--- config.mk ---
export PLATFORM = sky130hd
export DESIGN_NAME = counter
export DESIGN_NICKNAME = d
export VERILOG_FILES = /design/src/rtl/counter_pkg.sv /design/src/rtl/counter_hit_tracker.sv /design/src/rtl/counter.sv
export SDC_FILE = /design/constraint.sdc
export NUM_CORES = 1
export LEC_CHECK = 0
export ABC_CLOCK_PERIOD_IN_PS = 1100
export CAP_MARGIN = 20
export CORE_AREA = 5 5 42 44
export CTS_CLUSTER_DIAMETER = 50
export DETAILED_ROUTE_END_ITERATION = 12
export DIE_AREA = 0 0 47 49
export GPL_ROUTABILITY_DRIVEN = 0
export PLACE_DENSITY = 0.4
export RECOVER_POWER = 25
export REMOVE_ABC_BUFFERS = 1
export SYNTH_ARGS = -nofsm -noshare
export SYNTH_HDL_FRONTEND = slang
export SYNTH_SLANG_ARGS = --single-unit
export TNS_END_PERCENT = 50
--- constraint.sdc ---
create_clock -name clk -period 1.1 [get_ports clk]
set_input_delay 0.165 -clock clk [delete_from_list [all_inputs] [get_ports clk]]
set_output_delay 0.165 -clock clk [all_outputs]
set_load 0.02 [all_outputs]
--- src/rtl/counter_pkg.sv ---
// Shared defaults and helpers for the wrap-around counter and its optional hit tracker.
package counter_pkg;

    localparam int COUNTER_DEF_WIDTH = 4;
    localparam logic [COUNTER_DEF_WIDTH-1:0] COUNTER_DEF_MAX = 4'hF;
    localparam int COUNTER_DEF_MAX_REPEATS = 5;

    // Never returns 0 so a port built from it always has at least one bit.
    function automatic int clog2_sat(input int value);
        if (value <= 2) begin
            return 1;
        end
        return $clog2(value);
    endfunction

endpackage

--- src/rtl/counter_hit_tracker.sv ---
// Saturating count of cycles spent at the terminal value; used only with COUNTER_HIT_CNT_EN.
module counter_hit_tracker
    import counter_pkg::*;
#(
    parameter int MAX_REPEATS = COUNTER_DEF_MAX_REPEATS,
    parameter int HIT_WIDTH = clog2_sat(MAX_REPEATS + 1)
) (
    input  logic                 clk,
    input  logic                 reset,
    input  logic                 at_max,
    output logic [HIT_WIDTH-1:0] hit_cnt,
    output logic                 hit_sat
);

    localparam logic [HIT_WIDTH-1:0] SAT_VALUE = HIT_WIDTH'(MAX_REPEATS);

    always_ff @(posedge clk or negedge reset) begin
        if (!reset) begin
            hit_cnt <= '0;
        end else if (at_max && (hit_cnt < SAT_VALUE)) begin
            hit_cnt <= hit_cnt + 1'b1;
        end
    end

    assign hit_sat = (hit_cnt == SAT_VALUE);

endmodule

--- src/rtl/counter.sv ---
// Free-running wrap-around up-counter with terminal and wrap flags.
// Defining COUNTER_HIT_CNT_EN adds the hit_cnt/hit_sat saturating tracker ports.
module counter
    import counter_pkg::*;
#(
    parameter int WIDTH = COUNTER_DEF_WIDTH,
    parameter logic [WIDTH-1:0] MAX_VALUE = {WIDTH{1'b1}},
    parameter int MAX_REPEATS = COUNTER_DEF_MAX_REPEATS
) (
    input  logic                                  clk,
    input  logic                                  reset,
    output logic [WIDTH-1:0]                      count,
    output logic                                  at_max,
`ifdef COUNTER_HIT_CNT_EN
    output logic [clog2_sat(MAX_REPEATS + 1)-1:0] hit_cnt,
    output logic                                  hit_sat,
`endif
    output logic                                  wrap
);

    assign at_max = (count == MAX_VALUE);

    // Values above MAX_VALUE (only reachable by forcing) roll over naturally at 2^WIDTH.
    always_ff @(posedge clk or negedge reset) begin
        if (!reset) begin
            count <= '0;
            wrap  <= 1'b0;
        end else begin
            count <= at_max ? '0 : count + 1'b1;
            wrap  <= at_max;
        end
    end

`ifdef COUNTER_HIT_CNT_EN
    counter_hit_tracker #(
        .MAX_REPEATS(MAX_REPEATS)
    ) u_hit_tracker (
        .clk     (clk),
        .reset   (reset),
        .at_max  (at_max),
        .hit_cnt (hit_cnt),
        .hit_sat (hit_sat)
    );
`endif

endmodule

==> out/results.tsv <==
stage	metric	value	unit
drt	routed_wl	505	um
cts	worstSkewPairLatency	240	ps
yosys	syn_area	194	um2
global_route	overflow	0	
drt	via_per_inst	3.63	
placed_design	dp_cells	43	
drt	initialDrtViolationCount	1	
sta	setup_viol	2	
worst_setup_path	timing.critical_path.buf_inv	1	
sta	min_period	1250	ps
die	initial_core_util	13.8	%
sta	rsz0062_at_grt	yes	
worst_setup_path	r2r-end	count[3]	
worst_setup_path	worst_setup_path_start_kind	register	
sta	slew_headroom	83.3	%
drt	ant_nets	0	
sta	fin_ws	-154	ps
yosys	synth_top_area_share	64.5	%
pwr	peakVddDrop	0.340	mV
cts	root_buffer	clkbuf_4	
worst_setup_path	cp-end-kind	output port	
placed_design	placed_area	329	um2
worst_setup_path	crit_required	940	ps
global_route	grt_pass1_vias	202	
drt	vias	174	
cts	cts.sinks	5	
yosys	yosysSeqAreaShare	64.5	%
worst_setup_path	path_class	reg2out	
global_route	track_usage	5.51	%
placed_design	port_buffers	7	
cells_and_area	syn2layout_area_growth	89.0	%
sta	drv_slew	0	
sta	holdWs	222	ps
yosys	synthTopCellsByArea	dfrtp_1 (65%), ha_1 (6.5%), a311o_1 (5.2%)	
cts	ctsLongestPathBuffers	2	
yosys	yosys_warnings	0	
run	drv_cap	0	
cells_and_area	nNetsFinal	36	
pwr	cellPowerDensity	1110	nW/um2
global_route	antenna_found_initial	0	
worst_setup_path	path_cells	ha_2, and3_4, buf_6	
sta	hold_viol	0	
worst_setup_path	crit_path_top_delay_cell	dfrtp_1	
cells_and_area	antenna_cells	0	
die	die_x	47	um
drt	avgRoutedWirePerCell	10.5	um
yosys	synth_seq_cells	5	
die	die-area	2300	um2
pwr	power	0.408	mW
cts	cts_tree	done	
yosys	synth_cells	14	
cells_and_area	drive_above_1_share	59.4	%
worst_setup_path	ff2ff_path_depth	3	
min_path	hold_class	in2async	
yosys	ys_types	10	
sta	period_share	114	%
cts	cts_max_level	1	
drt	detail_route.first_pass.iterations	2	
worst_setup_path	cp_max_fo	2	
worst_setup_path	arrival	1090	ps
global_route	grt_max_degree	6	
die	ios	8	
pwr	p_leak	0.190	nW
sta	fmax	797	MHz
status	status	finished, violations left	
sta	worst_pin_slew	250	ps
die	num_rows	14	
status	failed_checks	negative setup slack	
worst_setup_path	reg2reg_from	count[3]	
placed_design	dp_worst_setup_slack	-348	ps
cells_and_area	stdcell_count	48	
cells_and_area	final_area	367	um2
die	coreArea	1400	um2
worst_setup_path	rrSetupSlack	-30	ps
yosys	avgSynthCellArea	13.9	um2
worst_setup_path	critPathMaxStageDelay	380	ps
worst_setup_path	crit_family	flip-flops	
global_route	grt_pass1_wl	834	um
cts	cts_made_buffers	3	
cts	path_clk_slew	50	ps
sta	fin_skew	1.88	ps
die	fp.dieH	49	um
yosys	yosys.area.top_type	dfrtp_1	
drt	drc_errors	0	
cts	cts.hold.buffers_added	0	
## layout by cell type (no fill, tap or decap)
master	netlist	layout
clkdlybuf4s15_1	0	1
ha_2	0	1
clkbuf_4	0	3
nand2_1	1	1
clkbuf_1	0	1
dlygate4sd3_1	0	1
and3_4	0	1
a311o_1	1	1
and4b_1	1	1
xor2_1	1	1
inv_1	1	1
nor2_2	0	1
dfrtp_1	5	5
and2b_2	1	1
buf_6	0	2
buf_4	0	10
## per-layer routing
| layer | wire length [um] | global-route usage [%] | vias to the layer above |
|---|---|---|---|
| met4 | 4 | 6.91 | 0 |
| met5 | 0 | 0 | - |
| met3 | 71 | 3.69 | 2 |
| met2 | 195 | 4.52 | 8 |
| met1 | 234 | 7.32 | 79 |
| li1 | - | - | 85 |
## power by group
part / switching, mW / total [mW] / internal (mW)
clock network: 0.0798 / 0.217 / 0.137
registers: 0 / 0.184 / 0.184
logic: 0.00362 / 0.00607 / 0.00245
## worst max-delay path by stage
stage                         from  endpoint  slack [ps]  cells after the start
after floorplan           count[0]  count[0]         -40                      3
after global placement    count[0]    at_max        -340                      3
after detailed placement  count[0]    at_max        -350                      3
after CTS                 count[0]    at_max        -160                      3
after global routing      count[1]    at_max        -190                      3
final                     count[1]    at_max        -150                      3
## cell type report
type                            count  area, um2
Multi-Input combinational cell      8       73.8
Sequential cell                     5        125
Inverter                            1       3.75
Clock buffer                        4       26.3
Timing Repair Buffer               14        118
Tap cell                           16       20.0
Fill cell                         154       1030
## flip-flops by register name (all words and copies together) (netlist names)
signal	cells
count	4
wrap	1
## what timing repair did
action,4_1_cts,5_1_grt
endpoints found under the setup margin,7,7
gates resized for setup,25,7
setup buffers,0,3
pin swaps,0,2
## synthesized netlist by cell type
cell	count
dfrtp_1	5
and2b_2	1
inv_1	1
ha_1	1
xor2_1	1
and3_2	1
and4b_1	1
nor2_1	1
nand2_1	1
a311o_1	1
## per-stage QoR
step | TNS (ps) | utilization (%)
floorplan | -80.1 | -
global placement | -825 | 23.5
detailed placement | -844 | 23.5
CTS | -212 | 24.4
global route | -345 | 26.2
finish | -187 | 26.2
## cells by family after synthesis
kind of cell | Yosys count | share of synthesized area, %
and+or+nand+nor | 5 | 17.4
DFF | 5 | 64.5
AOI/OAI and AO/OA | 1 | 5.16
xor gates and xnor gates | 1 | 4.52
buffers and inverters | 1 | 1.93
adders and majority gates | 1 | 6.45
(Power assumes the default switching activity.)
==> RTL change: new RTL, same settings <==
The package constant `COUNTER_DEF_WIDTH` goes from 4 to 6.
--- a/src/rtl/counter_pkg.sv
+++ b/src/rtl/counter_pkg.sv
@@ -1,7 +1,7 @@
 // Shared defaults and helpers for the wrap-around counter and its optional hit tracker.
 package counter_pkg;
 
-    localparam int COUNTER_DEF_WIDTH = 4;
+    localparam int COUNTER_DEF_WIDTH = 6;
     localparam logic [COUNTER_DEF_WIDTH-1:0] COUNTER_DEF_MAX = 4'hF;
     localparam int COUNTER_DEF_MAX_REPEATS = 5;
 
Ports: changed (resized count); port bits go from 8 to 10. No check against the original RTL was run, so the function may have changed too.
==> RTL change against the unedited design <==
The run still ends with setup timing left; total power is 25% higher; clock power is 12% higher; cell area is 44% higher; sequential cell count is 2 higher; synthesized area is 38% higher; routed wire length is 26% higher; synthesized cell count is 50% higher; cell count is 27% higher; worst setup slack worse by 0.044 ns; non-clock buffer count is 6 higher; critical path type unchanged; largest power group is now registers; highest routed layer unchanged.
==> RTL change: results (changes against the unedited design) <==
Run status
  – Status: complete, but fails checks
  – Failing checks: setup timing

Global route
  – Vias in the first global route: 253 (+25%)
  – Gr usage total: 7.02% (+1.5 points)
  – Initial antenna violation count: 0 (unchanged)
  – First-pass GRT wire length: 1.11 mm (+33%)
  – Largest net degree at the start of global routing: 8 (+2)

Drt
  – 1st-iter DRT viols: 0 (-1)
  – WL per Instance: 10.4 um (-1.2%)
  – Drt first pass iters: 1 (-1)
  – DR vias/cell: 3.93 (+8.5%)
  – Via count: 240 (+38%)

Synth
  – Synth Warn #: 0 (unchanged)
  – Sequential area share after synthesis: 65.4% (+0.90 points)
  – Most common library cells after synthesis: 7 x dfrtp_1, 3 x nor2_1, 2 x nand2_1, 2 x xor2_1
  – Mean post-synth cell area: 12.8 um2 (-8.0%)
  – Async SR Flop Fraction: 100% (unchanged)
  – Cells taking the most area after synthesis: dfrtp_1 65%, xor2_1 6.5%, ha_1 4.7%
  – Top FF cell, synth: dfrtp_1
  – Unique masters post-synth: 11 (+1)

Placed design
  – Buffers on Ports: 9 (+2)
  – Placed Instances: 56 (+30%)
  – Placed cell areas: 453 um2 (+38%)
  – DP HPWL: 493 um

Power and ir drop
  – Peak supply drop: 0.507 mV (+49%)
  – Leak: 0.252 nW (+32%)

Clock network
  – H-tree levels: 1 (unchanged)
  – Root buffer cell: clkbuf_4
  – Clock buffer depth: 2 (unchanged)
  – Clock Latency Late Sink: 0.26 ns (+0.02 ns)
  – Clock slew at reported path FFs: 0.06 ns
  – Clock buffer count from CTS: 3 (unchanged)

Finish
  – Antenna Cells: 0 (unchanged)
  – Final #Nets: 49 (+36%)
  – Layout cell share with drive strength beyond 1: 62.2% (+2.8 points)
  – Largest regs: count (6), wrap (1)

Timing
  – Setup ws final: -0.198 ns (-0.0439 ns)
  – Setup TNS: -0.245 ns (-0.0581 ns)
  – Setup violators final: 4 (+2)
  – Slew margin rel.: 77.4% (-5.9 points)
  – Clock skew: 0.00612 ns (+0.00424 ns)

Critical path
  – Critical path fanouts, max: 2 (unchanged)
  – Arr. time, crit path: 1.13 ns (+0.04 ns)

Min path
  – Path category of the worst min-delay check: input port to async pin
==> RTL change: repair_timing <==
action,in CTS,in global routing
setup buffers,1,0
pin swaps,3,1
setup endpoints to repair,11,11
gates resized for setup,43,11
==> RTL change: logic make-up after synthesis <==
logic type,Yosys count,share of synthesized area [%]
fa+ha+maj,1,4.67
simple gates,8,15.0
xor+xnor,3,9.81
compound gates,2,5.14
flops,7,65.4
==> RTL change: critical path, cell delays in order (launching register included) <==
cell and delay (ns):
dfrtp_1 0.35, ha_2 0.19, nand3_2 0.09, nor2_4 0.11, buf_6 0.13
==> RTL change: cell type report <==
type | count | area [um2]
clock buffer | 4 | 26.3
timing repair buffer | 20 | 188
tap | 16 | 20.0
multi-input combinational | 14 | 120
sequential | 7 | 175
fill | 149 | 872
==> RTL change: stage by stage <==
step,worst slack [ns],util (%)
6_report,-0.198,37.8
5_1_grt,-0.257,37.8
4_1_cts,-0.213,35.5
3_5_place_dp,-0.494,32.3
3_3_place_gp,-0.466,32.3
2_1_floorplan,-0.415,-
==> RTL change: final timing paths <==
kind                                       to  cells past startpoint               start  slack [ns]
hold reg to reg            count[1]$_DFF_PN0_                      1  count[0]$_DFF_PN0_        0.53
hold / removal             count[0]$_DFF_PN0_                      1               reset        0.24
setup / recovery                       at_max                      4  count[0]$_DFF_PN0_       -0.20
min in group clk           count[1]$_DFF_PN0_                      1  count[0]$_DFF_PN0_        0.53
setup reg to reg           count[5]$_DFF_PN0_                      4  count[2]$_DFF_PN0_       -0.03
max in group asynchronous  count[5]$_DFF_PN0_                      1               reset        0.61
==> RTL change: per-layer routing <==
metal	global-route usage, %	routed length [um]
met2	9.05	262
met1	7.85	264
met5	0	0
met3	3.32	78
met4	6.91	29
==> RTL change: power breakdown <==
part | switching [mW] | leakage [nW] | internal, mW
Sequential | 0 | 0.0833 | 0.258
Clock | 0.104 | 0.0150 | 0.139
Combinational | 0.00501 | 0.154 | 0.00244
Total | 0.109 | 0.252 | 0.399
